===== config.mk =====
export PLATFORM = sky130hd
export DESIGN_NAME = uart_tx_scheduler
export DESIGN_NICKNAME = d
export VERILOG_FILES = /design/src/rtl/uart_tx_scheduler.sv
export SDC_FILE = /design/constraint.sdc
export NUM_CORES = 1
export LEC_CHECK = 0
export CORE_MARGIN = 1.5
export CORE_UTILIZATION = 37
export CTS_CLUSTER_DIAMETER = 50
export DETAILED_ROUTE_END_ITERATION = 6
export PLACE_DENSITY = 0.59
export SETUP_SLACK_MARGIN = 0.15
export SLEW_MARGIN = 10
export SYNTH_ARGS = -nofsm -noshare
export SYNTH_HDL_FRONTEND = slang
export SYNTH_SLANG_ARGS = --single-unit

===== constraint.sdc =====
create_clock -name clk -period 3.72 [get_ports clk]
set_input_delay 0.744 -clock clk [delete_from_list [all_inputs] [get_ports clk]]
set_output_delay 0.744 -clock clk [all_outputs]
set_load 0.05 [all_outputs]

===== src/rtl/uart_tx_scheduler.sv =====
// Round-robin scheduler that frames byte streams from NUM_CH requesters
// (SYNC, channel ID, payload, XOR checksum) onto a single UART transmitter.
module uart_tx_scheduler #(
  parameter int          NUM_CH    = 4,
  parameter int          MAX_LEN   = 16,
  parameter logic [7:0]  SYNC_BYTE = 8'hA5
) (
  input  logic                  clk,
  input  logic                  reset,
  input  logic [NUM_CH-1:0]     ch_valid,
  input  logic [8*NUM_CH-1:0]   ch_data,
  input  logic [NUM_CH-1:0]     ch_last,
  output logic [NUM_CH-1:0]     ch_ready,
  input  logic                  uart_ready_to_send,
  output logic [7:0]            uart_tx_in,
  output logic                  uart_tx_en,
  output logic                  busy,
  output logic [3:0]            active_ch
);

  typedef enum logic [2:0] {ST_IDLE, ST_SYNC, ST_ID, ST_DATA, ST_CSUM} frame_state_e;
  typedef enum logic [1:0] {PH_LOAD, PH_ISSUE, PH_WAIT_BUSY, PH_WAIT_DONE} phase_e;

  frame_state_e state_q;
  phase_e       phase_q;
  logic [7:0]   tx_in_q;
  logic         busy_q;
  logic [3:0]   active_ch_q;
  logic [3:0]   ptr_q;
  logic [7:0]   csum_q;
  logic [7:0]   cnt_q;
  logic         end_q;

  logic [15:0]  valid_pad_s;
  logic [15:0]  last_pad_s;
  logic [127:0] data_pad_s;
  logic         g_valid_s;
  logic         g_last_s;
  logic [7:0]   g_byte_s;
  logic         gnt_found_d;
  logic [3:0]   gnt_idx_d;
  logic [3:0]   ptr_d;
  logic         end_d;
  logic         fire_s;

  function automatic logic [7:0] csum_fold(input logic [7:0] acc, input logic [7:0] b);
    return acc ^ b;
  endfunction

  // Pad the per-channel vectors to 16 channels so a 4-bit index always fits.
  assign valid_pad_s = 16'(ch_valid);
  assign last_pad_s  = 16'(ch_last);
  assign data_pad_s  = 128'(ch_data);
  assign g_valid_s   = valid_pad_s[active_ch_q];
  assign g_last_s    = last_pad_s[active_ch_q];
  assign g_byte_s    = data_pad_s[{active_ch_q, 3'b000} +: 8];

  assign uart_tx_in  = tx_in_q;
  assign uart_tx_en  = fire_s;
  assign busy        = busy_q;
  assign active_ch   = active_ch_q;

  // Round-robin search: first valid channel at or above the pointer, wrapping.
  always_comb begin
    int   cand;
    logic hit;
    gnt_found_d = 1'b0;
    gnt_idx_d   = 4'd0;
    cand        = 0;
    hit         = 1'b0;
    for (int k = 0; k < NUM_CH; k++) begin
      cand        = int'(ptr_q) + k;
      cand        = (cand >= NUM_CH) ? cand - NUM_CH : cand;
      hit         = !gnt_found_d && valid_pad_s[4'(cand)];
      gnt_idx_d   = hit ? 4'(cand) : gnt_idx_d;
      gnt_found_d = gnt_found_d | hit;
    end
  end

  // Send strobe and same-cycle payload handshake to the granted channel.
  always_comb begin
    fire_s   = (phase_q == PH_ISSUE) && uart_ready_to_send &&
               ((state_q != ST_DATA) || g_valid_s);
    ch_ready = '0;
    for (int i = 0; i < NUM_CH; i++) begin
      ch_ready[i] = fire_s && (state_q == ST_DATA) && (active_ch_q == 4'(i));
    end
  end

  assign ptr_d = (active_ch_q == 4'(NUM_CH - 1)) ? 4'd0 : active_ch_q + 4'd1;
  assign end_d = g_last_s || (cnt_q == 8'(MAX_LEN - 1));

  // Frame FSM: frame state plus per-byte handshake phase.
  always_ff @(posedge clk or negedge reset) begin
    if (!reset) begin
      state_q     <= ST_IDLE;
      phase_q     <= PH_LOAD;
      tx_in_q     <= 8'h00;
      busy_q      <= 1'b0;
      active_ch_q <= 4'd0;
      ptr_q       <= 4'd0;
      csum_q      <= 8'h00;
      cnt_q       <= 8'd0;
      end_q       <= 1'b0;
    end else if (state_q == ST_IDLE) begin
      phase_q <= PH_LOAD;
      if (gnt_found_d) begin
        active_ch_q <= gnt_idx_d;
        busy_q      <= 1'b1;
        csum_q      <= {4'b0000, gnt_idx_d};
        cnt_q       <= 8'd0;
        end_q       <= 1'b0;
        state_q     <= ST_SYNC;
      end
    end else begin
      case (phase_q)
        PH_LOAD: begin
          case (state_q)
            ST_SYNC: begin
              tx_in_q <= SYNC_BYTE;
              phase_q <= PH_ISSUE;
            end
            ST_ID: begin
              tx_in_q <= {4'b0000, active_ch_q};
              phase_q <= PH_ISSUE;
            end
            ST_DATA: begin
              if (g_valid_s) begin
                tx_in_q <= g_byte_s;
                phase_q <= PH_ISSUE;
              end
            end
            ST_CSUM: begin
              tx_in_q <= csum_q;
              phase_q <= PH_ISSUE;
            end
            default: state_q <= ST_IDLE;
          endcase
        end
        PH_ISSUE: begin
          if (fire_s) begin
            phase_q <= PH_WAIT_BUSY;
            if (state_q == ST_DATA) begin
              csum_q <= csum_fold(csum_q, tx_in_q);
              cnt_q  <= cnt_q + 8'd1;
              end_q  <= end_d;
            end
          end else if ((state_q == ST_DATA) && !g_valid_s) begin
            // Requester withdrew: go back and reload once it returns.
            phase_q <= PH_LOAD;
          end
        end
        PH_WAIT_BUSY: begin
          if (!uart_ready_to_send) begin
            phase_q <= PH_WAIT_DONE;
          end
        end
        PH_WAIT_DONE: begin
          if (uart_ready_to_send) begin
            phase_q <= PH_LOAD;
            case (state_q)
              ST_SYNC: state_q <= ST_ID;
              ST_ID:   state_q <= ST_DATA;
              ST_DATA: state_q <= end_q ? ST_CSUM : ST_DATA;
              ST_CSUM: begin
                state_q <= ST_IDLE;
                busy_q  <= 1'b0;
                ptr_q   <= ptr_d;
              end
              default: state_q <= ST_IDLE;
            endcase
          end
        end
        default: phase_q <= PH_LOAD;
      endcase
    end
  end

endmodule


==> results.json <==
{
  "path_max_fanout": 8,
  "synth_common_cells": "dfrtp_1 (39), nor2_1 (32), nand2_1 (31)",
  "cp_num_buf_inv": 2,
  "min_path_type": "reg2reg",
  "grt_pass1_vias": 2258,
  "nets": 400,
  "final.min_clock_period_ns": 3.342,
  "cts_hold_buffers": 0,
  "antenna_left": 0,
  "crit_start": "ch_valid[3]",
  "synthSimpleGateAreaFrac_pct": 17.39,
  "timing_hold_violations_final": 0,
  "yosysWarnings": 0,
  "cp-endpoint": "ch_ready[3]",
  "chipWidth_microns": 89.65,
  "post_cts_buffers": 0,
  "grt_max_degree": 40,
  "setup_tns_ns": 0,
  "regArea_sq_um": 975.9,
  "syn_area_per_cell_sq_um": 9.712,
  "numCtsBuffers": 5,
  "power.total_uw": 2359,
  "gp_congestion": 0.8089,
  "critical-path-top-delay-family": "simple AND/OR/NAND/NOR gates",
  "status": "finished clean",
  "fmax_mhz": 299.2,
  "ys_async_sr_fraction_pct": 100.0,
  "synth_compound_area_share_pct": 16.40,
  "synth_top_family_by_area": "simple AND/OR/NAND/NOR gates",
  "r2r_setup_slack_ns": 0.44,
  "wirelength_mm": 7.265,
  "synth_edf_count": 0,
  "post-dp-hpwl_mm": 5.385,
  "multi_input_area_sq_um": 1680,
  "yosysTopAreaCell": "dfrtp_1",
  "relSlewSlack_pct": 38.89,
  "drt_first_pass_iters": 4,
  "grt-ovfl-total": 0,
  "drt_iter0_drc": 159,
  "fp-row-count": 31,
  "vias_per_cell": 5.296,
  "drc_errors": 0,
  "syn_area_sq_um": 2778,
  "crit_arrival_ns": 2.60,
  "antenna_found_initial": 0,
  "synth-adder-area-share_pct": 6.757,
  "cellLeakagePower_uw": 0.001510,
  "pre_cts_slack_ns": 0.3943,
  "syn_inst": 286,
  "syn_nets": 344,
  "io_pins": 61,
  "ir_worst_vdd_uv": 329.0,
  "start_kind": "input pin",
  "crit_type": "in2out",
  "yosysMostFrequentCell": "dfrtp_1",
  "area_delta_synth_final_pct": 29.05,
  "fillerInstances": 695,
  "core-area_sq_um": 7253,
  "clk_path_buf_depth": 2,
  "start_util_pct": 38.30,
  "fin_worst_skew_ns": 0.01702,
  "r2r_end": "csum_q[0]$_DFFE_PN0P_",
  "reg2reg_depth": 10,
  "yosysSeqAreaShare_pct": 35.14,
  "tightest_slew_ns": 0.9167,
  "dieArea_sq_um": 8036,
  "yosys-top-cells-area": "dfrtp_1 (35%), mux4_2 (8.1%), ha_1 (6.8%)",
  "root_buffer": "clkbuf_8",
  "synth_xor_area_share_pct": 6.306,
  "drv_slew": 0,
  "cts_max_level": 2,
  "worstReg2RegStart": "ptr_q[1]$_DFFE_PN0P_",
  "setup_ws_ns": 0.3780,
  "cts_resized": 0,
  "worst_ep_required_time_ns": 2.98,
  "ys_ff_latch": 39,
  "die_h_microns": 89.65,
  "synth_top_area_share_pct": 35.14,
  "ys_types": 56,
  "power_density_nw_per_um2": 658.2,
  "timing.final.crit_share_pct": 89.84,
  "layout-drive-gt1-share_pct": 12.54,
  "grt_usage_pct": 19.34,
  "avgRoutedWirePerCell_microns": 16.44,
  "clock_sinks": 39,
  "rsz0062_at_grt": "false",
  "via_count": 2341,
  "critPathCaptureType": "primary output",
  "cp.depth": 6,
  "crit_slowest_cell": "clkdlybuf4s50_1",
  "crit_chain": "clkdlybuf4s50_1, mux4_2, a21oi_2, nor4_4, and3_1, buf_12",
  "cap_violations": 0,
  "n_antenna_cell": 0,
  "grt_pass1_wl_mm": 11.73,
  "critical_path.max_stage_delay_ns": 0.53,
  "synth.area.mux_share_pct": 13.47,
  "cts.clk_slew.worst_paths_ns": 0.08,
  "setup_viol": 0,
  "clk_latency_ns": 0.29,
  "io_buffers": 60,
  "tritoncts": "built",
  "yosys_most_used_dff": "dfrtp_1"
}
power by group:
part	switching, uW	internal (uW)
combinational	727	515
clock	155	268
sequential	148	545
routing by layer:
layer  up-vias  routed length, microns  global-route usage (%)  share of wire, %
li1       1144                       -                       -                 -
met1      1147                    3455                   28.56                48
met2        44                    3493                   29.65                48
met3         6                     220                   3.108               3.0
met4         0                      96                   4.755               1.3
met5         -                       0                       0                 0
area by class of cell:
| class | instances | share of cell area [%] |
|---|---|---|
| timing repair buffer | 64 | 17.80 |
| clock inverter | 2 | 1.675 |
| tap | 99 | 3.456 |
| clock buffer | 6 | 2.024 |
| multi-input combinational | 223 | 46.88 |
| sequential | 39 | 27.23 |
| inverter | 9 | 0.9424 |
logic make-up (layout without fill, tap and decap cells):
kind of cell               Yosys count  in the layout
AOI/OAI and AO/OA                   67             67
xor gates and xnor gates            20             20
adders and majority gates           15             15
DFF                                 39             39
buffers and inverters               24             81
muxes                               21             21
and+or+nand+nor                    100            100
through the flow:
stage / instances / util (%) / area [sq um] / hold slack [ns]
finish: 442 / 49.42 / 3585 / 0.4908
global route: 442 / 49.42 / 3585 / 0.5144
CTS: 442 / 49.42 / 3585 / 0.4982
detailed placement: 434 / 47.59 / 3452 / 0.4714
global placement: 434 / 47.59 / 3452 / 0.4666
floorplan: 286 / - / 2783 / 0.4484
cells in the final DEF, fill, tap and decap left out, types with 2 or more instances in the layout:
| master | instances |
|---|---|
| a211oi_1 | 2 |
| a21o_1 | 2 |
| a21oi_1 | 18 |
| a21oi_2 | 2 |
| a22oi_1 | 3 |
| a2bb2oi_1 | 2 |
| a31oi_1 | 2 |
| and2_1 | 2 |
| and3_1 | 4 |
| buf_12 | 2 |
| buf_4 | 7 |
| bufinv_16 | 2 |
| clkbuf_8 | 5 |
| clkdlybuf4s50_1 | 54 |
| dfrtp_1 | 39 |
| ha_1 | 15 |
| inv_1 | 9 |
| mux2_2 | 5 |
| mux2i_1 | 4 |
| mux4_1 | 2 |
| mux4_2 | 10 |
| nand2_1 | 31 |
| nand2b_1 | 3 |
| nand3_1 | 5 |
| nand3b_1 | 2 |
| nand4_1 | 2 |
| nor2_1 | 32 |
| nor2b_1 | 5 |
| nor3_1 | 5 |
| o211ai_1 | 2 |
| o211ai_2 | 2 |
| o21a_1 | 2 |
| o21ai_0 | 10 |
| o21ai_1 | 5 |
| o21ai_2 | 2 |
| o221a_2 | 2 |
| xnor2_1 | 5 |
| xor2_1 | 15 |
flip-flops by register name, indices dropped and copies added, names as in the netlist:
signal / count
end_q: 1
phase_q: 2
busy: 1
cnt_q: 8
uart_tx_in: 8
csum_q: 8
ptr_q: 4
state_q: 3
active_ch: 4
worst register-to-register path, delay by kind of cell, from the launching register on:
kind / cells / cell delay, ns
AOI/OAI and AO/OA: 3 / 0.69
adders and majority gates: 2 / 0.67
buffers and inverters: 2 / 0.28
DFF: 1 / 0.50
muxes: 1 / 0.27
and+or+nand+nor: 2 / 0.79
how the worst min path moves through the flow:
stage	slack (ns)	start	depth (start not counted)	to
detailed placement	0.47	busy$_DFFE_PN0P_	1	busy$_DFFE_PN0P_
global route	0.51	busy$_DFFE_PN0P_	1	busy$_DFFE_PN0P_
finish	0.49	busy$_DFFE_PN0P_	1	busy$_DFFE_PN0P_
CTS	0.50	busy$_DFFE_PN0P_	1	busy$_DFFE_PN0P_
floorplan	0.45	reset	0	active_ch[0]$_DFFE_PN0P_
global placement	0.47	busy$_DFFE_PN0P_	1	busy$_DFFE_PN0P_
(Power assumes the default switching activity.)
